<file path="src/rtl/serdes_rx_bringup_if.sv">
// Lane-side signal bundle for the RX SERDES bring-up sequencer.
// The slave modport is the sequencer; the master modport is the lane controller/PLL side.
interface serdes_rx_bringup_if #(
  parameter int unsigned DATA_W = 8
);
  logic              PLL_LOCKED_I;
  logic [DATA_W-1:0] RX_DATA_I;
  logic              RESTART_I;
  logic              SERDES_RST_O;
  logic              BITSLIP_O;
  logic              ALIGNED_O;
  logic              ALIGN_FAIL_O;
  logic [2:0]        STATE_O;

  modport master (
    output PLL_LOCKED_I, RX_DATA_I, RESTART_I,
    input  SERDES_RST_O, BITSLIP_O, ALIGNED_O, ALIGN_FAIL_O, STATE_O
  );

  modport slave (
    input  PLL_LOCKED_I, RX_DATA_I, RESTART_I,
    output SERDES_RST_O, BITSLIP_O, ALIGNED_O, ALIGN_FAIL_O, STATE_O
  );
endinterface

</file>
<file path="src/rtl/serdes_rx_bringup.sv">
// RX SERDES lane bring-up: qualifies PLL lock, sequences the ISERDES reset, then
// bitslips until the parallel word matches the training pattern.
module serdes_rx_bringup #(
  parameter int unsigned       DATA_W          = 8,
  parameter logic [DATA_W-1:0] TRAIN_PATTERN   = 8'h5C,
  parameter int unsigned       LOCK_STABLE_CYC = 256,
  parameter int unsigned       RST_HOLD_CYC    = 16,
  parameter int unsigned       BITSLIP_WAIT    = 4,
  parameter int unsigned       MATCH_CNT       = 16
) (
  input  logic               CLK,
  input  logic               RST,
  serdes_rx_bringup_if.slave lane_io
);

  localparam int unsigned CntMax0 = (LOCK_STABLE_CYC > RST_HOLD_CYC) ? LOCK_STABLE_CYC
                                                                     : RST_HOLD_CYC;
  localparam int unsigned CntMax  = (CntMax0 > BITSLIP_WAIT) ? CntMax0 : BITSLIP_WAIT;
  localparam int unsigned CntW    = (CntMax > 1) ? $clog2(CntMax) : 1;
  localparam int unsigned SlipW   = (DATA_W > 1) ? $clog2(DATA_W) : 1;
  localparam int unsigned MatchW  = (MATCH_CNT > 1) ? $clog2(MATCH_CNT) : 1;

  typedef enum logic [2:0] {
    StWaitLock  = 3'd0,
    StStable    = 3'd1,
    StSerdesRst = 3'd2,
    StSlipWait  = 3'd3,
    StCheck     = 3'd4,
    StSlip      = 3'd5,
    StAligned   = 3'd6,
    StFail      = 3'd7
  } state_e;

  state_e            state_q, state_d;
  logic [CntW-1:0]   cnt_q, cnt_d;
  logic [SlipW-1:0]  slip_cnt_q, slip_cnt_d;
  logic [MatchW-1:0] match_cnt_q, match_cnt_d;
  logic              lock_meta_q, lock_s_q;
  logic              serdes_rst_q, bitslip_q, aligned_q, align_fail_q;
  logic              lock_s;

  // PLL_LOCKED_I is asynchronous to CLK.
  always_ff @(posedge CLK) begin
    if (RST) begin
      lock_meta_q <= 1'b0;
      lock_s_q    <= 1'b0;
    end else begin
      lock_meta_q <= lane_io.PLL_LOCKED_I;
      lock_s_q    <= lock_meta_q;
    end
  end

  assign lock_s = lock_s_q;

  always_comb begin
    state_d     = state_q;
    cnt_d       = cnt_q;
    slip_cnt_d  = slip_cnt_q;
    match_cnt_d = match_cnt_q;

    if (state_q != StWaitLock && !lock_s) begin
      state_d     = StWaitLock;
      cnt_d       = '0;
      slip_cnt_d  = '0;
      match_cnt_d = '0;
    end else begin
      unique case (state_q)
        StWaitLock: begin
          if (lock_s) begin
            state_d = StStable;
            cnt_d   = '0;
          end
        end
        StStable: begin
          if (cnt_q == CntW'(LOCK_STABLE_CYC - 1)) begin
            state_d = StSerdesRst;
            cnt_d   = '0;
          end else begin
            cnt_d = cnt_q + CntW'(1);
          end
        end
        StSerdesRst: begin
          if (cnt_q == CntW'(RST_HOLD_CYC - 1)) begin
            state_d    = StSlipWait;
            cnt_d      = '0;
            slip_cnt_d = '0;
          end else begin
            cnt_d = cnt_q + CntW'(1);
          end
        end
        StSlipWait: begin
          if (cnt_q == CntW'(BITSLIP_WAIT - 1)) begin
            state_d     = StCheck;
            cnt_d       = '0;
            match_cnt_d = '0;
          end else begin
            cnt_d = cnt_q + CntW'(1);
          end
        end
        StCheck: begin
          if (lane_io.RX_DATA_I == TRAIN_PATTERN) begin
            if (match_cnt_q == MatchW'(MATCH_CNT - 1)) begin
              state_d = StAligned;
            end else begin
              match_cnt_d = match_cnt_q + MatchW'(1);
            end
          end else if (slip_cnt_q != SlipW'(DATA_W - 1)) begin
            state_d    = StSlip;
            slip_cnt_d = slip_cnt_q + SlipW'(1);
          end else begin
            state_d = StFail;
          end
        end
        StSlip: begin
          state_d = StSlipWait;
          cnt_d   = '0;
        end
        StAligned, StFail: begin
          if (lane_io.RESTART_I) begin
            state_d = StSerdesRst;
            cnt_d   = '0;
          end
        end
        default: state_d = StWaitLock;
      endcase
    end
  end

  // Outputs are registered from the next state so they line up with STATE_O.
  always_ff @(posedge CLK) begin
    if (RST) begin
      state_q      <= StWaitLock;
      cnt_q        <= '0;
      slip_cnt_q   <= '0;
      match_cnt_q  <= '0;
      serdes_rst_q <= 1'b1;
      bitslip_q    <= 1'b0;
      aligned_q    <= 1'b0;
      align_fail_q <= 1'b0;
    end else begin
      state_q      <= state_d;
      cnt_q        <= cnt_d;
      slip_cnt_q   <= slip_cnt_d;
      match_cnt_q  <= match_cnt_d;
      serdes_rst_q <= (state_d inside {StWaitLock, StStable, StSerdesRst});
      bitslip_q    <= (state_d == StSlip);
      aligned_q    <= (state_d == StAligned);
      align_fail_q <= (state_d == StFail);
    end
  end

  assign lane_io.SERDES_RST_O = serdes_rst_q;
  assign lane_io.BITSLIP_O    = bitslip_q;
  assign lane_io.ALIGNED_O    = aligned_q;
  assign lane_io.ALIGN_FAIL_O = align_fail_q;
  assign lane_io.STATE_O      = state_q;

endmodule

</file>
<file path="src/flat_wrapper.sv">
// flat-port wrapper written by rule: the top's interface ports become plain ports
module serdes_rx_bringup_flat 
#(
  parameter int unsigned       DATA_W          = 8,
  parameter logic [DATA_W-1:0] TRAIN_PATTERN   = 8'h5C,
  parameter int unsigned       LOCK_STABLE_CYC = 256,
  parameter int unsigned       RST_HOLD_CYC    = 16,
  parameter int unsigned       BITSLIP_WAIT    = 4,
  parameter int unsigned       MATCH_CNT       = 16
)
  (CLK, RST, lane_io_PLL_LOCKED_I, lane_io_RX_DATA_I, lane_io_RESTART_I, lane_io_SERDES_RST_O, lane_io_BITSLIP_O, lane_io_ALIGNED_O, lane_io_ALIGN_FAIL_O, lane_io_STATE_O);
  serdes_rx_bringup_if #(.DATA_W(DATA_W)) lane_io_i ();
  input  logic CLK;
  input  logic RST;
  input wire logic [$bits(lane_io_i.PLL_LOCKED_I)-1:0] lane_io_PLL_LOCKED_I;
  input wire logic [$bits(lane_io_i.RX_DATA_I)-1:0] lane_io_RX_DATA_I;
  input wire logic [$bits(lane_io_i.RESTART_I)-1:0] lane_io_RESTART_I;
  output wire logic [$bits(lane_io_i.SERDES_RST_O)-1:0] lane_io_SERDES_RST_O;
  output wire logic [$bits(lane_io_i.BITSLIP_O)-1:0] lane_io_BITSLIP_O;
  output wire logic [$bits(lane_io_i.ALIGNED_O)-1:0] lane_io_ALIGNED_O;
  output wire logic [$bits(lane_io_i.ALIGN_FAIL_O)-1:0] lane_io_ALIGN_FAIL_O;
  output wire logic [$bits(lane_io_i.STATE_O)-1:0] lane_io_STATE_O;
  assign lane_io_i.PLL_LOCKED_I = lane_io_PLL_LOCKED_I;
  assign lane_io_i.RX_DATA_I = lane_io_RX_DATA_I;
  assign lane_io_i.RESTART_I = lane_io_RESTART_I;
  assign lane_io_SERDES_RST_O = lane_io_i.SERDES_RST_O;
  assign lane_io_BITSLIP_O = lane_io_i.BITSLIP_O;
  assign lane_io_ALIGNED_O = lane_io_i.ALIGNED_O;
  assign lane_io_ALIGN_FAIL_O = lane_io_i.ALIGN_FAIL_O;
  assign lane_io_STATE_O = lane_io_i.STATE_O;
  serdes_rx_bringup #(.DATA_W(DATA_W), .TRAIN_PATTERN(TRAIN_PATTERN), .LOCK_STABLE_CYC(LOCK_STABLE_CYC), .RST_HOLD_CYC(RST_HOLD_CYC), .BITSLIP_WAIT(BITSLIP_WAIT), .MATCH_CNT(MATCH_CNT)) u_core (.CLK(CLK), .RST(RST), .lane_io(lane_io_i));
endmodule
</file>
<file path="config.mk">
export PLATFORM = sky130hd
export DESIGN_NAME = serdes_rx_bringup_flat
export DESIGN_NICKNAME = d
export VERILOG_FILES = /design/src/rtl/serdes_rx_bringup_if.sv /design/src/rtl/serdes_rx_bringup.sv /design/src/flat_wrapper.sv
export SDC_FILE = /design/constraint.sdc
export NUM_CORES = 1
export LEC_CHECK = 0
export BUFFER_PORTS_ARGS = -buffer_cell sky130_fd_sc_hd__buf_4
export CORE_MARGIN = 3
export CORE_UTILIZATION = 29
export CTS_CLUSTER_DIAMETER = 150
export DETAILED_ROUTE_END_ITERATION = 12
export PLACE_DENSITY = 0.51
export SETUP_SLACK_MARGIN = 0.05
export SKIP_LAST_GASP = 1
export SYNTH_ARGS = -nofsm -noshare
export SYNTH_HDL_FRONTEND = slang
export SYNTH_SLANG_ARGS = --single-unit
export TNS_END_PERCENT = 50
</file>
<file path="constraint.sdc">
create_clock -name CLK -period 4.2 [get_ports CLK]
set_clock_uncertainty 0.15 [all_clocks]
set_input_delay 0.42 -clock CLK [delete_from_list [all_inputs] [get_ports CLK]]
set_output_delay 0.42 -clock CLK [all_outputs]
set_load 0.005 [all_outputs]
</file>
==> metrics.cfg <==
[sta]
slew_violations=0
hold_violations=0
period_needed_ns=2.25
worstMarginPinSlew_ns=0.859
final-setup-viol-count=0
slew_headroom_pct=42.6
final.setup.tns_ns=0
hold_ws_ns=0.201
rsz0062_at_grt=false
period_share_pct=53.5
max_freq_mhz=445

[drt]
vias_per_cell=5.42
vias=1214
routed_wl_mm=3.26
ant_nets=0
drc=0
wl_per_cell_um=14.5
drtIter0Drc=88
dr.pass1.iters=4

[synth]
synth_top_family_by_area=simple AND/OR/NAND/NOR gates
synth_warnings=0
ys.flop_type=dfxtp_1
ys_seq_area_share_pct=34.9
synth_fp_nets=171
synth_edf_count=0
ys_ff_latch=24
synth_cells=155
ys_async_sr_fraction_pct=0
post_synth_and_or_nand_nor_area_fraction_pct=33.8
synthesis.area_um2=1380
synth_compound_area_share_pct=21.3
synth-xor-area-share_pct=3.18
synth_area_per_cell_um2=8.89
ys_types=53
synthAdderAreaFrac_pct=3.63
synth_mux_area_share_pct=0

[clocking]
tritoncts=built
h-tree-depth=1
hold_buffers=0
cts.sink_count=24
cts_resized=0
root_buffer=clkbuf_8
cts_buffers=3
clock_latency_ns=0.27
clkSlewWorstSetupHoldPaths_ns=0.09
cts_setup_buffers=0
clockBufferDepth=2

[placed_design]
place_inst=220
io_buffers=18
place_congestion=0.769
dp.final_hpwl_mm=2.50
dpl_cell_area_um2=1550

[layout]
drive_above_1_share_pct=22.7
diodes=0
final_cells=224
multiInputGateArea_um2=853
nets=189
final_util_pct=35.9
register_area_um2=480
stdcell_area_um2=1600
nFillCells=455
syn_to_final_growth_pct=16.4

[critical_path]
crit_path_start_kind=register
worstPathArrival_ns=2.27
worstPathRequired_ns=4.22
path_class=register to register
crit_path_end_kind=register
cp_cell_sequence=nor3_1 > o21bai_1 > a31o_2 > nor2_1
critPathMaxFanout=21
slowest_stage=dfxtp_1
cp_slowest_stage_delay_ns=0.78

[grt]
grt_first_pass_wirelength_mm=5.49
grt-ovfl-total=0
antenna_found_initial=0
first_global_vias=1196
grt_usage_pct=12.6
grt_max_degree=22

[floorplanning]
coreArea_um2=4470
io_pins=19
dieArea_um2=5610
die_h_um=74.9
start_util_pct=30.8
die_w_um=74.9
rows=24

[power_and_ir_drop]
peakVddDrop_uv=119
p_leak_nw=0.592
p_per_area_nw_per_um2=260

[hold_path]
hp-class=input pin to register

[flow_run]
maxCapViolCount=0

[outcome]
status=finished clean

-- worst max-delay path: cells and delay by family, from the launching register on --
kind	cells	cell delay [ns]
AOI/OAI and AO/OA	2	0.99
DFF	1	0.78
and+or+nand+nor	2	0.23
-- layout by cell type (no fill, tap or decap), types with 4 or more instances in the layout --
master,count
inv_1,4
nor2_1,15
buf_4,18
a21oi_1,10
nand3_1,6
clkbuf_8,4
dfxtp_1,24
nand2_1,12
nand3b_1,4
nor2b_1,4
o21ai_0,5
ha_1,4
nor3_1,8
-- flip-flops by register name, summed over array words and instances (netlist names) --
signal,cells
u_core.match_cnt_q,4
u_core.slip_cnt_q,3
u_core.lane_io.ALIGN_FAIL_O,1
u_core.lock_s,1
u_core.lock_meta_q,1
u_core.lane_io.BITSLIP_O,1
u_core.lane_io.SERDES_RST_O,1
u_core.lane_io.STATE_O,3
u_core.cnt_q,8
u_core.lane_io.ALIGNED_O,1
-- power breakdown --
group          switching [mW]  internal [mW]
sequential            0.00264          0.229
combinational          0.0128         0.0139
clock                  0.0742         0.0837
-- synthesized netlist by cell type (all sizes together) (2+ instances only) --
cell / number / area (µm²)
dfxtp: 24 / 480
nor2: 15 / 56.3
a21oi: 13 / 76.3
nand2: 12 / 45.0
nor3: 9 / 50.1
nand3: 6 / 30.0
nand3b: 5 / 50.1
o21ai: 5 / 25.0
buf: 4 / 25.0
ha: 4 / 50.1
inv: 4 / 15.0
nor2b: 4 / 25.0
nand2b: 3 / 18.8
nor3b: 3 / 27.5
xnor2: 3 / 26.3
a31o: 2 / 17.5
a31oi: 2 / 12.5
and2: 2 / 15.0
and3: 2 / 12.5
nor4: 2 / 27.5
nor4bb: 2 / 20.0
o21bai: 2 / 15.0
or2: 2 / 12.5
or4bb: 2 / 22.5
xor2: 2 / 17.5
-- kinds of logic (layout without fill, tap and decap cells) --
group                      after synthesis  count (layout)
and+or+nand+nor                         75              75
AOI/OAI and AO/OA                       38              38
DFF                                     24              24
xor gates and xnor gates                 5               5
buffers and inverters                    9              26
adders and majority gates                4               4
-- metrics by stage --
stage	total power, mW	worst slack, ns
after floorplan	0.251	2.32
after global placement	0.263	2.02
after detailed placement	0.264	1.97
after CTS	0.423	1.96
final	0.416	1.95
after global routing	0.434	1.72
-- per-layer routing --
layer / global-route usage (%) / vias up / share of wire (%) / routed length, µm
li1: - / 610 / - / -
met1: 16.2 / 573 / 48 / 1560
met2: 20.2 / 27 / 48 / 1550
met3: 3.07 / 4 / 3.6 / 116
met4: 4.94 / 0 / 0.80 / 26
met5: 0 / - / 0 / 0
-- final cells by class --
class	instances	share of cell area, %
multi-input cells	122	53.2
flip-flops and latches	24	30.0
repair buffers	18	8.42
well taps	52	4.06
clock buffers	4	3.43
inverters	4	0.936
-- final timing paths --
path              slack (ns)  depth (start not counted)                      start              end
setup / recovery        1.95                          4  u_core.lane_io.STATE_O[1]  u_core.cnt_q[5]
hold / removal          0.20                          2                        RST    u_core.lock_s
setup reg to reg        1.95                          4  u_core.lane_io.STATE_O[1]  u_core.cnt_q[5]
hold reg to reg         0.30                          1         u_core.lock_meta_q    u_core.lock_s
Note: power is estimated with default switching activity, not from simulation.
